<file path="src/rtl/range_sequencer.sv">
// Ultrasonic range sequencer: fires a trigger pulse, times the echo in distance units
// with a BCD accumulator, and reports the result, a timeout, or a saturation flag.
module range_sequencer #(
  parameter int TRIG_CYCLES    = 1000,
  parameter int TICK_DIV       = 5800,
  parameter int ECHO_TIMEOUT   = 2500000,
  parameter int HOLDOFF_CYCLES = 6000000
) (
  input  logic        clk,
  input  logic        reset,
  input  logic        start,
  input  logic        auto_mode,
  input  logic        echo,
  output logic        trig,
  output logic        cnt_ena,
  output logic        busy,
  output logic [11:0] dist_bcd,
  output logic        dist_valid,
  output logic        timeout,
  output logic        overflow
);

  localparam int TW  = $clog2(TRIG_CYCLES + 1);
  localparam int PW  = $clog2(TICK_DIV + 1);
  localparam int TOW = $clog2(ECHO_TIMEOUT + 1);
  localparam int HW  = $clog2(HOLDOFF_CYCLES + 1);

  typedef enum logic [2:0] {
    IDLE,
    TRIG,
    WAIT_ECHO,
    MEASURE,
    HOLDOFF
  } state_t;

  state_t          state;
  logic            echo_s1, echo_s2, echo_d;
  logic [TW-1:0]   trig_cnt;
  logic [PW-1:0]   presc;
  logic [TOW-1:0]  tmo_cnt;
  logic [HW-1:0]   hold_cnt;
  logic [11:0]     acc;

  logic            echo_rise, echo_fall, tick, tmo_expire, acc_sat;
  logic [PW-1:0]   presc_next;
  logic [11:0]     acc_next;

  // Saturating BCD increment: 999 stays 999.
  function automatic logic [11:0] bcd_inc(input logic [11:0] v);
    logic [11:0] r;
    r = v;
    if (v != 12'h999) begin
      if (v[3:0] != 4'd9) begin
        r[3:0] = v[3:0] + 4'd1;
      end else begin
        r[3:0] = 4'd0;
        if (v[7:4] != 4'd9) begin
          r[7:4] = v[7:4] + 4'd1;
        end else begin
          r[7:4]  = 4'd0;
          r[11:8] = v[11:8] + 4'd1;
        end
      end
    end
    return r;
  endfunction

  always_comb begin
    echo_rise  = echo_s2 & ~echo_d;
    echo_fall  = ~echo_s2 & echo_d;
    tick       = (presc == PW'(TICK_DIV - 1));
    presc_next = tick ? '0 : presc + PW'(1);
    acc_sat    = (acc == 12'h999);
    acc_next   = tick ? bcd_inc(acc) : acc;
    tmo_expire = (tmo_cnt == TOW'(ECHO_TIMEOUT - 1));
  end

  always_ff @(posedge clk or negedge reset) begin
    if (!reset) begin
      state      <= IDLE;
      echo_s1    <= 1'b0;
      echo_s2    <= 1'b0;
      echo_d     <= 1'b0;
      trig_cnt   <= '0;
      presc      <= '0;
      tmo_cnt    <= '0;
      hold_cnt   <= '0;
      acc        <= '0;
      trig       <= 1'b0;
      cnt_ena    <= 1'b0;
      busy       <= 1'b0;
      dist_bcd   <= '0;
      dist_valid <= 1'b0;
      timeout    <= 1'b0;
      overflow   <= 1'b0;
    end else begin
      echo_s1    <= echo;
      echo_s2    <= echo_s1;
      echo_d     <= echo_s2;
      dist_valid <= 1'b0;
      cnt_ena    <= 1'b0;
      case (state)
        IDLE: begin
          if (start || auto_mode) begin
            state    <= TRIG;
            trig     <= 1'b1;
            busy     <= 1'b1;
            timeout  <= 1'b0;
            overflow <= 1'b0;
            trig_cnt <= '0;
          end
        end
        TRIG: begin
          if (trig_cnt == TW'(TRIG_CYCLES - 1)) begin
            state   <= WAIT_ECHO;
            trig    <= 1'b0;
            tmo_cnt <= '0;
          end else begin
            trig_cnt <= trig_cnt + TW'(1);
          end
        end
        WAIT_ECHO: begin
          if (tmo_expire) begin
            state    <= HOLDOFF;
            timeout  <= 1'b1;
            hold_cnt <= '0;
          end else begin
            tmo_cnt <= tmo_cnt + TOW'(1);
            if (echo_rise) begin
              state   <= MEASURE;
              presc   <= '0;
              acc     <= '0;
              cnt_ena <= (TICK_DIV == 1);
            end
          end
        end
        MEASURE: begin
          if (tick && acc_sat) overflow <= 1'b1;
          // The fall is checked first so a tick or expiry on the same cycle still yields a result.
          if (echo_fall) begin
            state      <= HOLDOFF;
            dist_bcd   <= acc_next;
            dist_valid <= 1'b1;
            hold_cnt   <= '0;
          end else if (tmo_expire) begin
            state    <= HOLDOFF;
            timeout  <= 1'b1;
            hold_cnt <= '0;
          end else begin
            tmo_cnt <= tmo_cnt + TOW'(1);
            presc   <= presc_next;
            acc     <= acc_next;
            // Registered so it is high exactly in the cycle the prescaler sits at its wrap value.
            cnt_ena <= (presc_next == PW'(TICK_DIV - 1));
          end
        end
        HOLDOFF: begin
          if (hold_cnt == HW'(HOLDOFF_CYCLES - 1)) begin
            state <= IDLE;
            busy  <= 1'b0;
          end else begin
            hold_cnt <= hold_cnt + HW'(1);
          end
        end
        default: begin
          state <= IDLE;
          busy  <= 1'b0;
          trig  <= 1'b0;
        end
      endcase
    end
  end

endmodule

</file>
<file path="config.mk">
export PLATFORM = sky130hd
export DESIGN_NAME = range_sequencer
export DESIGN_NICKNAME = d
export VERILOG_FILES = /design/src/rtl/range_sequencer.sv
export SDC_FILE = /design/constraint.sdc
export NUM_CORES = 1
export LEC_CHECK = 0
export CAP_MARGIN = 25
export CORE_ASPECT_RATIO = 0.9
export CORE_MARGIN = 5
export CORE_UTILIZATION = 35
export DETAILED_ROUTE_END_ITERATION = 12
export GPL_TIMING_DRIVEN = 1
export PLACE_DENSITY_LB_ADDON = 0.3
export SYNTH_ARGS = -nofsm -noshare
export SYNTH_HDL_FRONTEND = slang
export SYNTH_SLANG_ARGS = --single-unit
</file>
<file path="constraint.sdc">
create_clock -name clk -period 3 [get_ports clk]
set_clock_uncertainty 0.1 [all_clocks]
set_input_delay 0.3 -clock clk [delete_from_list [all_inputs] [get_ports clk]]
set_output_delay 0.3 -clock clk [all_outputs]
set_load 0.02 [all_outputs]
</file>
==> impl.org <==
** Drt
- Count of antenna-violating nets left after detailed routing :: 0
- Wires add up to 14800 um.
- In the final routed layout, each cell accounts on average for 16.9 um.
- For this block, the initial DRC count from the detailed router was 386.
- Remaining DRCs :: 0
- Vias post-DR :: 5124
- Number of vias per cell after detailed routing :: 5.85
- First-pass DRT Iterations :: 5

** CTS
- Clock-pin slew was measured on the worst setup and hold paths at 0.07 ns.
- CTS Buf Count :: 9
- TritonCTS built the clock tree.
- Buffer levels on the longest clock path :: 2
- Post-CTS timing repair inserted 0 buffers for setup.
- Clock insertion delay at the later pin of the skew report :: 0.36 ns
- The H-tree was split into 3 levels.
- Sink Count :: 104
- The tree is rooted in a clkbuf_16.

** Floorplan
- In this run the horizontal extent of the chip is 147 um.
- Die Outline Area :: 19500 sq um
- Total I/O pin count :: 23
- Once the floorplan was initialized, standard cells occupied 35.2% of the core.
- Placeable core region :: 16700 sq um
- The floorplan has 45 rows.
- Die Y :: 133 um

** Synthesis
- The cell count after synthesis came out at 642.
- Mean instance size in the synthesized netlist :: 9.18 sq um
- Synthesis produced a netlist with a net count of 653.
- After synthesis the cells add up to 5890 sq um.
- Yosys warning total :: 0
- Synth unique cells :: 73
- Count of flip-flops with a built-in enable after synthesis :: 0
- Summing the sequential cell areas from Yosys gives 44.2% of the chip area.
- In the synthesized netlist the dominant register cell turns out to be dfrtp_1.
- Flip-flop and latch count after synthesis :: 104
- Async S/R FF share, synth :: 100%

** Global route
- The number of antenna violations at the first check in global routing is 0.
- The via count of the first global-routing pass was 4929.
- Grt total ovfl :: 0
- In the global route stage, overall resource usage came out at 15.5%.
- Entering global routing, the biggest net connects 53 pins.
- Wire length of the first global-routing pass :: 25100 um

** STA
- Achievable frequency :: 384 MHz
- Max Slew Vio Count :: 0
- Measured slew at the worst slew-check pin :: 0.712 ns
- Max_slew headroom :: 52.5%
- Share of the clock period used by the worst path after layout :: 86.7%
- Final critical delay including setup and external delays :: 2.60 ns
- In the final timing run, aggregate negative setup slack is 0 ns.
- Count of final setup violators :: 0
- Final hold vios :: 0
- Hold WS :: 0.251 ns
- Setup repair after global routing left no endpoint under its margin.

** Critical path
- Kind of start point of the critical path :: register
- The critical path crosses 6 cells after its start point.
- Among all stages on the critical path, the largest delay is contributed by or3_2.
- Stage delay of the slowest cell on the critical path :: 0.70 ns
- STA classifies the critical path endpoint as a register.
- The kind of cell with the highest combined delay along the critical path is simple AND/OR/NAND/NOR gates.
- The setup path with the least slack is of type register to register.
- Data arrives at the worst endpoint at 2.79 ns.
- Critical path capture point :: tmo_cnt[18]
- Traced cell by cell, the critical path runs through ha_1, and3_1, a41oi_1, or3_2, or4_1, a21oi_1.
- The most critical setup path has its startpoint at trig_cnt[0].
- Data required time of the worst path :: 3.19 ns
- The number of buffers and inverters on the critical path is 0.
- The endpoint identified for the worst register-to-register timing path is tmo_cnt[18].
- The startpoint identified for the worst register-to-register timing path is trig_cnt[0].
- Depth of the worst register-to-register path :: 6
- For flop-to-flop paths, the worst setup slack is 0.40 ns.
- Largest fanout on the critical path :: 29

** Final layout
- Share of cells above drive strength 1 :: 8.87%
- Area added between synthesis and finish :: 14.0%
- After filler insertion, the fill cell instance count of the layout stands at 1611.
- The sequential cells in the finished layout cover a total of 2600 sq um.
- Net count reported at finish :: 671
- Ant diodes :: 0
- Area used by multi-input combinational logic :: 3070 sq um

** Power
- Of the total power, the share spent switching nets is 23.0%.
- Internal power comes to 2.34 mW.
- Comb pwr share :: 5.7%
- In this run the power spent charging and discharging nets is 700 uW.
- Reg power frac :: 48.7%
- Summed over all cells, the static leakage comes to 2.73 nW.
- VDD sags by at most 0.268 mV.
- Clock share of power :: 45.6%
- For this design the ratio of total power to cell area is 452 nW/um^2.

** Place
- Post-DP HPWL :: 10300 um
- Port-buffer cells :: 22
- Routability-driven placement congestion ratio :: 0.879

** Status
- The flow ran to the end, and the final reports show no timing, DRC or antenna violations.

** Min path
- The min-delay analysis places its worst path in the category register to register.
- Hold Path Depth :: 0

** Job
- Across the run, the number of max-cap violations was 0.
[flip-flops by register name (all words and copies together), names as in the netlist, 3 cells and up]
register,count
state,3
dist_bcd,12
hold_cnt,23
presc,13
trig_cnt,10
tmo_cnt,22
acc,12
[Yosys cell counts, types with 4 or more instances]
cell type	n	share of area, %
or2_2	6	0.64
a221o_1	4	0.68
or3_1	12	1.3
inv_1	18	1.1
mux2_2	4	0.76
dfrtp_1	104	44
a21oi_1	39	3.3
o21a_1	8	1.0
nand3_1	42	3.6
a31oi_1	18	1.9
and3_1	19	2.0
nand4_1	22	2.3
and2_1	7	0.74
xor2_1	7	1.0
nor4_1	16	1.7
clkbuf_1	15	0.96
o31ai_1	11	1.4
nor2b_1	8	0.85
mux2i_1	10	1.7
nor3_1	17	1.4
o21ai_0	37	3.1
ha_1	6	1.3
a22o_1	7	1.0
buf_2	10	0.85
nand2_1	59	3.8
nor2_1	38	2.4
or4_1	13	1.7
and4_1	5	0.74
a211o_1	4	0.59
xnor2_1	9	1.3
[cell usage in the layout (no fill, tap or decap), types with 3 or more instances in the layout]
cell,n
or4_1,13
nand2b_1,3
mux2i_1,10
clkbuf_16,9
clkdlybuf4s50_1,21
nor3_1,17
a31oi_1,18
o31ai_1,11
a41oi_1,3
a21o_1,3
bufinv_16,3
a221o_1,4
and3_1,19
nand4_1,22
xnor2_1,9
nand3_1,42
nand2_1,59
ha_1,6
and2_1,7
xor2_1,7
a21oi_1,39
and4_1,5
and4bb_2,3
inv_1,18
nor4_1,16
dfrtp_1,104
o21a_1,8
a22o_1,7
nor2b_1,8
o21ai_0,37
or2_2,6
or3_1,11
nor2_1,38
mux2_2,4
buf_4,16
a211o_1,4
[worst min path at each step]
stage / start / to / slack, ns
5_1_grt: echo_s1 / echo_s2 / 0.26
3_3_place_gp: echo_s1 / echo_s2 / 0.24
6_report: echo_s1 / echo_s2 / 0.25
3_5_place_dp: echo_s1 / echo_s2 / 0.24
2_1_floorplan: reset / acc[0] / -0.1
4_1_cts: echo_s1 / echo_s2 / 0.25
[per-stage QoR]
stage	total power [mW]	utilization, %	setup slack [ns]	instances	area (sq um)
final	3.04	40.2	0.398	876	6720
after global routing	3.16	40.2	0.159	876	6720
after global placement	1.68	38.0	0.423	859	6360
after detailed placement	1.68	38.0	0.342	859	6360
after floorplan	1.60	-	0.741	642	5890
after CTS	3.07	40.2	0.324	876	6720
[power groups by stage]
stage	Combinational [mW]	Sequential (mW)	Clock [mW]
global placement	0.175	1.50	0
finish	0.173	1.48	1.39
floorplan	0.116	1.48	0
CTS	0.178	1.48	1.41
global route	0.203	1.48	1.47
detailed placement	0.177	1.50	0
[metal layers]
| metal | wire (um) | vias up | GRT usage [%] |
|---|---|---|---|
| li1 | - | 2472 | - |
| met2 | 6790 | 110 | 24.2 |
| met4 | 218 | 0 | 4.23 |
| met1 | 7230 | 2524 | 21.9 |
| met3 | 583 | 18 | 3.27 |
| met5 | 0 | - | 0 |
[logic make-up after synthesis]
logic type               after synthesis  share of synthesized area [%]
multiplexers                          14                           2.46
AO/OA/AOI/OAI                        161                           18.1
buffers and inverters                 51                           3.78
AND/OR/NAND/NOR                      290                           27.9
XOR/XNOR                              16                           2.38
flip-flops                           104                           44.2
adder cells (fa/ha/maj)                6                           1.27
[repair_timing]
item / 4_1_cts / 5_1_grt
setup endpoints to repair: 0 / 1
gates resized for setup: 0 / 1
hold buffers: 1 / 0
hold endpoints to repair: 50 / 0
[area by class of cell]
cell class	instances	area share, %
multi-input cells	487	45.7
flip-flops and latches	104	38.7
repair buffers	39	5.37
well taps	211	3.93
clock buffers	11	3.61
clock inverters	5	1.55
inverters	19	1.06
Note: power is estimated with default switching activity, not from simulation.
